<file path="src/rtl/keccak_fifo_pkg.sv">
// Shared constants and types for the FIFO-to-Keccak rate-block drain.
// One rate block for SHA3-256 is 1088 bits, carried as 34 words of 32 bits.
package keccak_fifo_pkg;

    localparam int DW    = 32;  // FIFO word width
    localparam int NWORD = 34;  // words per rate block (34*32 = 1088)
    localparam int RDLAT = 1;   // FIFO read latency, get -> vld (legal 1..3)
    localparam int CW    = 6;   // word counter width, 2^CW > NWORD

    // FILL: collecting words from the FIFO; HOLD: block offered to the core.
    typedef enum logic [0:0] {
        FILL = 1'b0,
        HOLD = 1'b1
    } state_t;

    typedef logic [NWORD*DW-1:0] blk_t;

endpackage

</file>
<file path="src/rtl/fifo_get_ctrl.sv">
// Read-request side of the drain: issues fifoget, tracks how many reads are
// still in flight, remembers a pending flush and flags stray read data.
//
// Handshake: fifoget is a one-cycle request, one word per high cycle; each
// request is answered by exactly one fifovld cycle some fixed latency later.
// A fifovld with no request in flight (or while a block is held) is a
// protocol error: the word is dropped and protoerr sticks until reset.
module fifo_get_ctrl
    import keccak_fifo_pkg::*;
(
    input  logic          clk_i,
    input  logic          rst_i,
    input  logic          hold_i,       // top FSM is in HOLD
    input  logic [CW-1:0] fill_i,       // words already stored
    input  logic          fifordy_i,
    input  logic          fifovld_i,
    input  logic          flush_i,
    output logic          fifoget_o,
    output logic          word_acc_o,   // fifodout is a wanted word this cycle
    output logic          close_o,      // a flush is in effect this cycle
    output logic          outs_zero_o,  // no read in flight after this edge
    output logic          protoerr_o
);

    logic [CW-1:0] outs_q, outs_d;
    logic          flushpend_q, flushpend_d;
    logic          protoerr_q, protoerr_d;
    logic [CW:0]   inflight;

    // Request gating, in-flight counting and flush/error next-state.
    always_comb begin
        // fill + outs at CW+1 bits so it can never wrap
        inflight    = {1'b0, fill_i} + {1'b0, outs_q};
        fifoget_o   = !hold_i && fifordy_i && !flushpend_q
                      && (inflight < (CW+1)'(NWORD));
        word_acc_o  = fifovld_i && !hold_i && (outs_q != '0);

        outs_d = outs_q;
        if (fifoget_o && !word_acc_o) begin
            outs_d = outs_q + CW'(1);
        end else if (!fifoget_o && word_acc_o) begin
            outs_d = outs_q - CW'(1);
        end

        // A flush seen in HOLD is ignored; in FILL it closes the block.
        close_o     = !hold_i && (flushpend_q || flush_i);
        outs_zero_o = (outs_d == '0);
        // Once nothing is in flight the top either enters HOLD or drops
        // the flush (empty block), so the pending flag is done either way.
        flushpend_d = close_o && !outs_zero_o;
        protoerr_d  = protoerr_q || (fifovld_i && !word_acc_o);
    end

    // Register in-flight count, pending flush and sticky error.
    always_ff @(posedge clk_i) begin
        if (rst_i) begin
            outs_q      <= '0;
            flushpend_q <= 1'b0;
            protoerr_q  <= 1'b0;
        end else begin
            outs_q      <= outs_d;
            flushpend_q <= flushpend_d;
            protoerr_q  <= protoerr_d;
        end
    end

    assign protoerr_o = protoerr_q;

endmodule

</file>
<file path="src/rtl/fifo_blk_drain.sv">
// Read-clock-domain consumer of the dual-clock FIFO. Packs 32-bit words into
// one Keccak rate block and offers it to the permutation core.
//
// Handshake: blkvld/blkrdy are strict valid/ready. blkvld rises when a block
// is complete (or closed early by flush), holds blkdat/blkwords stable and
// never drops until a cycle with blkvld && blkrdy, after which the block
// register clears and word fetching restarts in the very next cycle.
module fifo_blk_drain
    import keccak_fifo_pkg::*;
(
    input  logic                rdclk,
    input  logic                rdrst,
    input  logic                fifordy,
    output logic                fifoget,
    input  logic                fifovld,
    input  logic [DW-1:0]       fifodout,
    input  logic                flush,
    output logic                blkvld,
    input  logic                blkrdy,
    output logic [NWORD*DW-1:0] blkdat,
    output logic [CW-1:0]       blkwords,
    output logic                protoerr,
    output state_t              dbg_state
);

    state_t        state_q, state_d;
    logic [CW-1:0] fill_q, fill_d;
    blk_t          blk_q, blk_d;
    logic          hold;
    logic          word_acc;
    logic          close;
    logic          outs_zero;

    assign hold = (state_q == HOLD);

    fifo_get_ctrl u_get_ctrl (
        .clk_i       (rdclk),
        .rst_i       (rdrst),
        .hold_i      (hold),
        .fill_i      (fill_q),
        .fifordy_i   (fifordy),
        .fifovld_i   (fifovld),
        .flush_i     (flush),
        .fifoget_o   (fifoget),
        .word_acc_o  (word_acc),
        .close_o     (close),
        .outs_zero_o (outs_zero),
        .protoerr_o  (protoerr)
    );

    // FILL/HOLD FSM: store returned words, close the block, hand it over.
    always_comb begin
        state_d = state_q;
        fill_d  = fill_q;
        blk_d   = blk_q;
        if (state_q == FILL) begin
            if (word_acc) begin
                for (int i = 0; i < NWORD; i++) begin
                    if (fill_q == CW'(i)) begin
                        blk_d[i*DW +: DW] = fifodout;
                    end
                end
                fill_d = fill_q + CW'(1);
            end
            // Full block wins over a same-cycle flush; an early close only
            // happens with at least one word and nothing left in flight.
            if (outs_zero && ((fill_d == CW'(NWORD)) || (close && (fill_d != '0)))) begin
                state_d = HOLD;
            end
        end else begin
            if (blkrdy) begin
                state_d = FILL;
                fill_d  = '0;
                blk_d   = '0;
            end
        end
    end

    // State, fill count and block register.
    always_ff @(posedge rdclk) begin
        if (rdrst) begin
            state_q <= FILL;
            fill_q  <= '0;
            blk_q   <= '0;
        end else begin
            state_q <= state_d;
            fill_q  <= fill_d;
            blk_q   <= blk_d;
        end
    end

    assign blkvld    = hold;
    assign blkwords  = hold ? fill_q : '0;
    assign blkdat    = blk_q;
    assign dbg_state = state_q;

endmodule

</file>
<file path="config.mk">
export PLATFORM = sky130hd
export DESIGN_NAME = fifo_blk_drain
export DESIGN_NICKNAME = d
export VERILOG_FILES = /design/src/rtl/keccak_fifo_pkg.sv /design/src/rtl/fifo_get_ctrl.sv /design/src/rtl/fifo_blk_drain.sv
export SDC_FILE = /design/constraint.sdc
export NUM_CORES = 2
export LEC_CHECK = 0
export BUFFER_PORTS_ARGS = -buffer_cell sky130_fd_sc_hd__buf_4
export CORE_AREA = 2 2 436 438
export CTS_CLUSTER_SIZE = 25
export DETAILED_ROUTE_END_ITERATION = 7
export DIE_AREA = 0 0 438 440
export GPL_TIMING_DRIVEN = 0
export SETUP_SLACK_MARGIN = 0.05
export SLEW_MARGIN = 30
export SYNTH_ARGS = -nofsm -noshare
export SYNTH_HDL_FRONTEND = slang
export SYNTH_SLANG_ARGS = --single-unit
export TNS_END_PERCENT = 10
</file>
<file path="constraint.sdc">
create_clock -name rdclk -period 2.9 [get_ports rdclk]
set_input_delay 0.58 -clock rdclk [delete_from_list [all_inputs] [get_ports rdclk]]
set_output_delay 0.58 -clock rdclk [all_outputs]
set_load 0.01 [all_outputs]
</file>
**After elaboration in Yosys (flattened, before gate mapping)**

Index checks and enable logic that the tools add are counted.

- Register bits after elaboration: 1103
- Output and inout port bits: 1098
- Input port bits: 38
- Logic and storage cells: 219

- Reduce and logical (&&, ||, !) cells: 93
- $add $sub $neg: 4
- Eq/ne operators: 35
- Magnitude comparators: 1
- Multiplexer cells: 47

Operators with widths:

| kind | number |
|---|---|
| $mux W1088 | 3 |
| $mux W32 | 34 |
| $reduce_and A3 Y1 | 34 |
| $eq A6 B5 Y1 const B | 16 |
| $reduce_bool A2 Y1 | 35 |
| $eq A6 B4 Y1 const B | 8 |
| $mux W6 | 7 |
| $eq A6 B3 Y1 const B | 4 |
| $eq A6 B6 Y1 const B | 3 |
| $add A6 B1 Y6 const B | 2 |
| $eq A6 B2 Y1 const B | 2 |
| $logic_and A1 B1 Y1 | 12 |
| $logic_not A6 Y1 | 2 |
| $reduce_bool A6 Y1 | 2 |
| $add A6 B6 Y7 | 1 |
| $lt A7 B6 Y1 const B | 1 |
| $eq A6 B1 Y1 const B | 1 |
| $sub A6 B1 Y6 const B | 1 |
| $logic_not A1 Y1 | 5 |
| $logic_or A1 B1 Y1 | 3 |
| $mux W1 | 3 |
| $ne A2 B2 Y1 const B | 1 |

**Depth between registers and ports, before layout**

- Word-level depth: 12
- Mapped depth: 12
- Mapped depth without buffers: 10

**Hierarchy**

From an unflattened synthesis, not the netlist that was laid out.

- Cells, all modules: 5176
- Area total of the unflattened synthesis: 39821.9 um^2

By module, submodules not included:

| module | cells each | instances | area an instance (um^2) | seq. area each (um^2) |
|---|---|---|---|---|
| fifo_blk_drain | 5070 | 1 | 38968.6 | 21921.0 |
| fifo_get_ctrl | 106 | 1 | 853.3 | 160.2 |

**Worst setup path before layout**

No wires, ideal clock.

- Path type: register -> register
- From: register fill_q[1]
- To: register state_q, in the netlist blkvld
- Cell stages (with the launch flop): 11
- Setup time: 0.088 ns
- Data required time: 2.812 ns
- Data arrival time: 2.687 ns
- Period minus slack after synthesis: 2.775 ns
- Path buffers: 0
- Path slack: 0.125 ns
- Cells stage by stage: dfxtp_1 -> inv_1 -> fa_1 -> nor2b_1 -> o22ai_2 -> xnor2_1 -> o32a_4 -> nor2_2 -> mux2i_1 -> o221ai_2 -> o32ai_2

- Longest elaborated chain between the ends: 11
- Elaborated cells on any way between the ends: 19
- Those cells by class: add/sub (2); order compare (1); eq/ne (1); mux (6); reduce/logical (9)

RTL lines:

| item | line | text |
|---|---|---|
| start: declaration | fifo_blk_drain.sv:27 | `logic [CW-1:0] fill_q, fill_d;` |
| start signal: assignment | fifo_blk_drain.sv:87 | `fill_q <= fill_d;` |
| $add A6 B6 Y7 (*) | fifo_get_ctrl.sv:33 | `inflight = {1'b0, fill_i} + {1'b0, outs_q};` |
| $lt A7 B6 Y1 (*) | fifo_get_ctrl.sv:35 | `&& (inflight < (CW+1)'(NWORD));` |
| $logic_and A1 B1 Y1 (*) | fifo_get_ctrl.sv:35 |  |
| via fifoget | fifo_blk_drain.sv:14 | `output logic fifoget,` |
| $logic_not A1 Y1 | fifo_get_ctrl.sv:41 | `end else if (!fifoget_o && word_acc_o) begin` |
| $logic_and A1 B1 Y1 | fifo_get_ctrl.sv:41 |  |
| $mux W6 | fifo_get_ctrl.sv:41 |  |
| $mux W6 (*) | fifo_get_ctrl.sv:39 | `if (fifoget_o && !word_acc_o) begin` |
| $logic_not A6 Y1 (*) | fifo_get_ctrl.sv:47 | `outs_zero_o = (outs_d == '0);` |
| $logic_and A1 B1 Y1 (*) | fifo_blk_drain.sv:67 | `if (outs_zero && ((fill_d == CW'(NWORD)) \|\| (close && (fill_d != '0)))) begin` |
| $mux W1 (*) | fifo_blk_drain.sv:67 |  |
| $mux W1 (*) | fifo_blk_drain.sv:56 | `if (state_q == FILL) begin` |
| end signal: assignment | fifo_blk_drain.sv:86 | `state_q <= state_d;` |
| end: declaration | fifo_blk_drain.sv:26 | `state_t state_q, state_d;` |

The timed path passes the listed nets; every way through them passes the cells marked *. The select of a mux whose other input is x is not followed.
A chain may end at the register's enable or synchronous reset.

**Final worst setup path**

- From: register fill_q[4]
- To: output fifoget

- Longest elaborated chain between the ends: 3

RTL lines:

| item | line |
|---|---|
| $add A6 B6 Y7 | fifo_get_ctrl.sv:33 |
| $lt A7 B6 Y1 | fifo_get_ctrl.sv:35 |
| $logic_and A1 B1 Y1 | fifo_get_ctrl.sv:35 |
| end: declaration | fifo_blk_drain.sv:14 |

No other way between the ends.

==> flow_metrics.env <==
export IMPL_final_net_count=6560
export IMPL_tritoncts_clock_tree="yes"
export IMPL_whs_path_depth=4
export IMPL_syn_inst=5200
export IMPL_crit_required_ns=2.32
export IMPL_first_iter_violations=5744
export IMPL_tritoncts_num_buffers=132
export IMPL_syn2layout_area_growth_pct=44.0
export IMPL_final_cell_utilization_of_the_core=0.312
export IMPL_setup_tns_ns=-0.374
export IMPL_startpoint_type="flip-flop"
export IMPL_routed_via_count=47107
export IMPL_crit_type="flip-flop to output port"
export IMPL_filler_cell_count=20052
export IMPL_pwr_share_comb=0.199
export IMPL_synth_cell_area_um2=40800
export IMPL_finalWorstSetupSlack_ns=-0.374
export IMPL_grt_max_degree=17
export IMPL_hold_path_class="input port to flip-flop"
export IMPL_r2r_end="blkvld$_SDFF_PP0_"
export IMPL_power_internal_mw=27.5
export IMPL_fp_coreArea_um2=189000
export IMPL_whs_ns=0.154
export IMPL_final_layout_size_suffix_gt1_frac=0.269
export IMPL_net_count_after_synthesis=5251
export IMPL_vias_per_cell=5.16
export IMPL_post_drt_wl_per_cell_um=30.1
export IMPL_report_final_slew_viol_count=0
export IMPL_timing_hold_worst_start="blkrdy"
export IMPL_drc=4
export IMPL_route_antenna_remaining_nets=0
export IMPL_critical_path_reg2reg_startpoint="u_get_ctrl.outs_q[1]$_SDFF_PP0_"
export IMPL_drt_first_pass_iters=8
export IMPL_timing_reg2reg_setup_slack_ns=0.02
export IMPL_clk_pin_slew_ns=0.06
export IMPL_timing_hold_worst_endpoint="fill_q[5]$_SDFFE_PP0P_"
export IMPL_io_buffer_count=1134
export IMPL_power_density_nw_per_um2=707
export IMPL_synth_ff_latch_count=1103
export IMPL_worst_setup_path_end_kind="output port"
export IMPL_worst_slew_pin_transition_ns=1.05
export IMPL_p_seq_frac=0.379
export IMPL_synth_edff_count=0
export IMPL_floorplan_rows=160
export IMPL_grt_first_pass_wirelength_mm=360
export IMPL_proportion_of_total_power_due_to_net_switching=0.338
export IMPL_average_cell_area_after_synthesis_um2=7.85
export IMPL_ff_latch_area_um2=22100
export IMPL_period_minus_slack_ns=3.27
export IMPL_switchingPower_mw=14.1
export IMPL_maxClockFrequency_ghz=0.305
export IMPL_multi_input_comb_area_um2=16800
export IMPL_chip_width_um=438
export IMPL_vdd_drop_max_mv=0.472
export IMPL_hold_viol=0
export IMPL_htree_num_levels=4
export IMPL_clk_insertion_delay_late_ns=0.82
export IMPL_dpl_cell_area_um2=53400
export IMPL_number_of_failing_setup_endpoints_in_the_final_timing_report=1
export IMPL_die_y_um=440
export IMPL_routabilityCongestion=0.941
export IMPL_failed_checks="DRC, setup timing"
export IMPL_maxCapViolCount=0
export IMPL_timing_final_crit_share=1.13
export IMPL_synth_async_sr_flop_share=0
export IMPL_synthFlopType="sky130_fd_sc_hd__dfxtp_1"
export IMPL_total_leakage_power_nw=25.6
export IMPL_synthesis_yosys_warnings=0
export IMPL_top_level_ports=1136
export IMPL_remaining_overflow_grt=0
export IMPL_critPathMaxFanout=6
export IMPL_max_clock_path_buffers=3
export IMPL_finalInstanceArea_um2=58800
export IMPL_grt_setup_unrepaired="yes"
export IMPL_power_share_clock=0.422
export IMPL_r2r_worst_path_cells=11
export IMPL_effective_utilization_at_floorplan=0.216
export IMPL_gr_usage_all_layers=0.270
export IMPL_total_die_area_um2=193000
export IMPL_hpwlAfterDp_mm=209
export IMPL_antenna_found_initial=22
export IMPL_max_slew_margin=0.299
export IMPL_skew_ns=0.0505
export IMPL_via_count_of_the_first_global_routing_pass=42616
export IMPL_run_status="finished with violations"
export IMPL_yosysUniqueCellTypes=57
export IMPL_route_final_wire_length_mm=275
export IMPL_seq_area_frac_synth=0.541
export IMPL_cp_data_arrival_time_ns=2.69
export IMPL_clock_sinks=1103
export IMPL_ctsRootBufferMaster="sky130_fd_sc_hd__clkbuf_16"
-- power groups by stage --
stage | Sequential (mW) | Clock (mW) | Combinational [mW]
floorplan | 16.1 | 0 | 2.84
global placement | 16.0 | 0 | 7.19
detailed placement | 16.1 | 0 | 7.72
CTS | 15.7 | 17.7 | 8.04
global route | 15.8 | 18.3 | 8.51
finish | 15.7 | 17.6 | 8.27
-- layer usage --
layer  global-route usage  vias to the layer above  wire length [um]
met2                0.415                     3093            121000
met4                0.165                       10             19900
met5                    0                        -                56
li1                     -                    20310                 -
met1                0.325                    22939            105000
met3               0.0886                      755             29600
-- cell families after synthesis --
kind of cell | share of synthesized area
buffers and inverters | 0.0561
flip-flops | 0.541
AO/OA/AOI/OAI | 0.177
XOR/XNOR | 0.00129
AND/OR/NAND/NOR | 0.221
adder cells (fa/ha/maj) | 0.00417
multiplexers | 0.000490
-- stage by stage --
step	power (mW)	setup WS, ns	instances
finish	41.6	-0.374	9138
global route	42.5	-0.466	9127
floorplan	18.9	0.125	5200
global placement	23.2	-2.44	8845
CTS	41.5	-0.467	9120
detailed placement	23.8	-0.905	8875
-- layout by cell type (no fill, tap or decap), types with 24 or more instances in the layout --
cell type,netlist,routed
sky130_fd_sc_hd__clkbuf_4,0,46
sky130_fd_sc_hd__nand2_2,0,24
sky130_fd_sc_hd__clkbuf_16,0,133
sky130_fd_sc_hd__nor2_1,2197,2192
sky130_fd_sc_hd__buf_4,1,1157
sky130_fd_sc_hd__dfxtp_1,1103,1095
sky130_fd_sc_hd__nand2b_1,35,32
sky130_fd_sc_hd__clkbuf_2,0,162
sky130_fd_sc_hd__clkbuf_1,566,318
sky130_fd_sc_hd__clkbuf_8,0,36
sky130_fd_sc_hd__a31oi_1,1089,1089
sky130_fd_sc_hd__buf_2,11,76
-- registers in the layout (all words and copies together), names as in the netlist --
name and cells:
blkdat 1088, blkvld 1, u_get_ctrl.protoerr_o 1, fill_q 6, u_get_ctrl.outs_q 6, u_get_ctrl.flushpend_q 1
-- cells in the mapped netlist, types with 3 or more instances --
| cell type | instances | share of area |
|---|---|---|
| sky130_fd_sc_hd__nand3_1 | 10 | 0.0012 |
| sky130_fd_sc_hd__a311oi_1 | 3 | 0.00064 |
| sky130_fd_sc_hd__a21oi_1 | 13 | 0.0016 |
| sky130_fd_sc_hd__buf_1 | 18 | 0.0017 |
| sky130_fd_sc_hd__dfxtp_1 | 1103 | 0.54 |
| sky130_fd_sc_hd__clkbuf_1 | 566 | 0.052 |
| sky130_fd_sc_hd__buf_2 | 11 | 0.0013 |
| sky130_fd_sc_hd__a211oi_1 | 3 | 0.00055 |
| sky130_fd_sc_hd__nor3_1 | 8 | 0.00098 |
| sky130_fd_sc_hd__and4b_1 | 3 | 0.00074 |
| sky130_fd_sc_hd__and3_1 | 4 | 0.00061 |
| sky130_fd_sc_hd__inv_1 | 6 | 0.00055 |
| sky130_fd_sc_hd__and2_1 | 6 | 0.00092 |
| sky130_fd_sc_hd__nand2_1 | 47 | 0.0043 |
| sky130_fd_sc_hd__xnor2_1 | 6 | 0.0013 |
| sky130_fd_sc_hd__nor2b_1 | 6 | 0.00092 |
| sky130_fd_sc_hd__nand2b_1 | 35 | 0.0054 |
| sky130_fd_sc_hd__o21ai_0 | 6 | 0.00074 |
| sky130_fd_sc_hd__or2_2 | 3 | 0.00046 |
| sky130_fd_sc_hd__a31oi_1 | 1089 | 0.17 |
| sky130_fd_sc_hd__nor2_1 | 2197 | 0.20 |
| sky130_fd_sc_hd__ha_1 | 12 | 0.0037 |
| sky130_fd_sc_hd__nor3b_1 | 3 | 0.00055 |
-- worst max-delay path by stage --
| stage | startpoint | endpoint | cells past startpoint |
|---|---|---|---|
| 4_1_cts | u_get_ctrl.outs_q[0]$_SDFF_PP0_ | fifoget | 9 |
| 3_3_place_gp | u_get_ctrl.outs_q[1]$_SDFF_PP0_ | blkdat[724]$_SDFFE_PP0P_ | 9 |
| 6_report | fill_q[4]$_SDFFE_PP0P_ | fifoget | 7 |
| 5_1_grt | u_get_ctrl.outs_q[0]$_SDFF_PP0_ | fifoget | 9 |
| 3_5_place_dp | u_get_ctrl.outs_q[1]$_SDFF_PP0_ | blkdat[556]$_SDFFE_PP0P_ | 10 |
| 2_1_floorplan | fill_q[1]$_SDFFE_PP0P_ | blkvld$_SDFF_PP0_ | 10 |
-- area by class of cell --
cell class | instances | area share
Antenna cell | 14 | 0.000596
Buffer | 591 | 0.0478
Clock buffer | 195 | 0.0659
Clock inverter | 43 | 0.0112
Inverter | 6 | 0.000426
Multi-Input combinational cell | 3494 | 0.285
Sequential cell | 1103 | 0.376
Tap cell | 2511 | 0.0535
Timing Repair Buffer | 1181 | 0.159
-- critical path: stages (launching register included) --
cell	delay [ns]
sky130_fd_sc_hd__dfxtp_1	0.48
sky130_fd_sc_hd__ha_1	0.36
sky130_fd_sc_hd__nor2b_1	0.19
sky130_fd_sc_hd__a21oi_1	0.16
sky130_fd_sc_hd__nand3_1	0.17
sky130_fd_sc_hd__o32a_4	0.28
sky130_fd_sc_hd__nor2_4	0.11
sky130_fd_sc_hd__buf_6	0.12
-- repair_timing --
item	CTS	global route
hold buffers	1	0
resized for setup	228	223
endpoints found under the hold margin	1	0
setup buffers	11	5
pin swaps	11	4
setup endpoints to repair	1103	974
No activity file was read; power rests on OpenSTA's default activity.
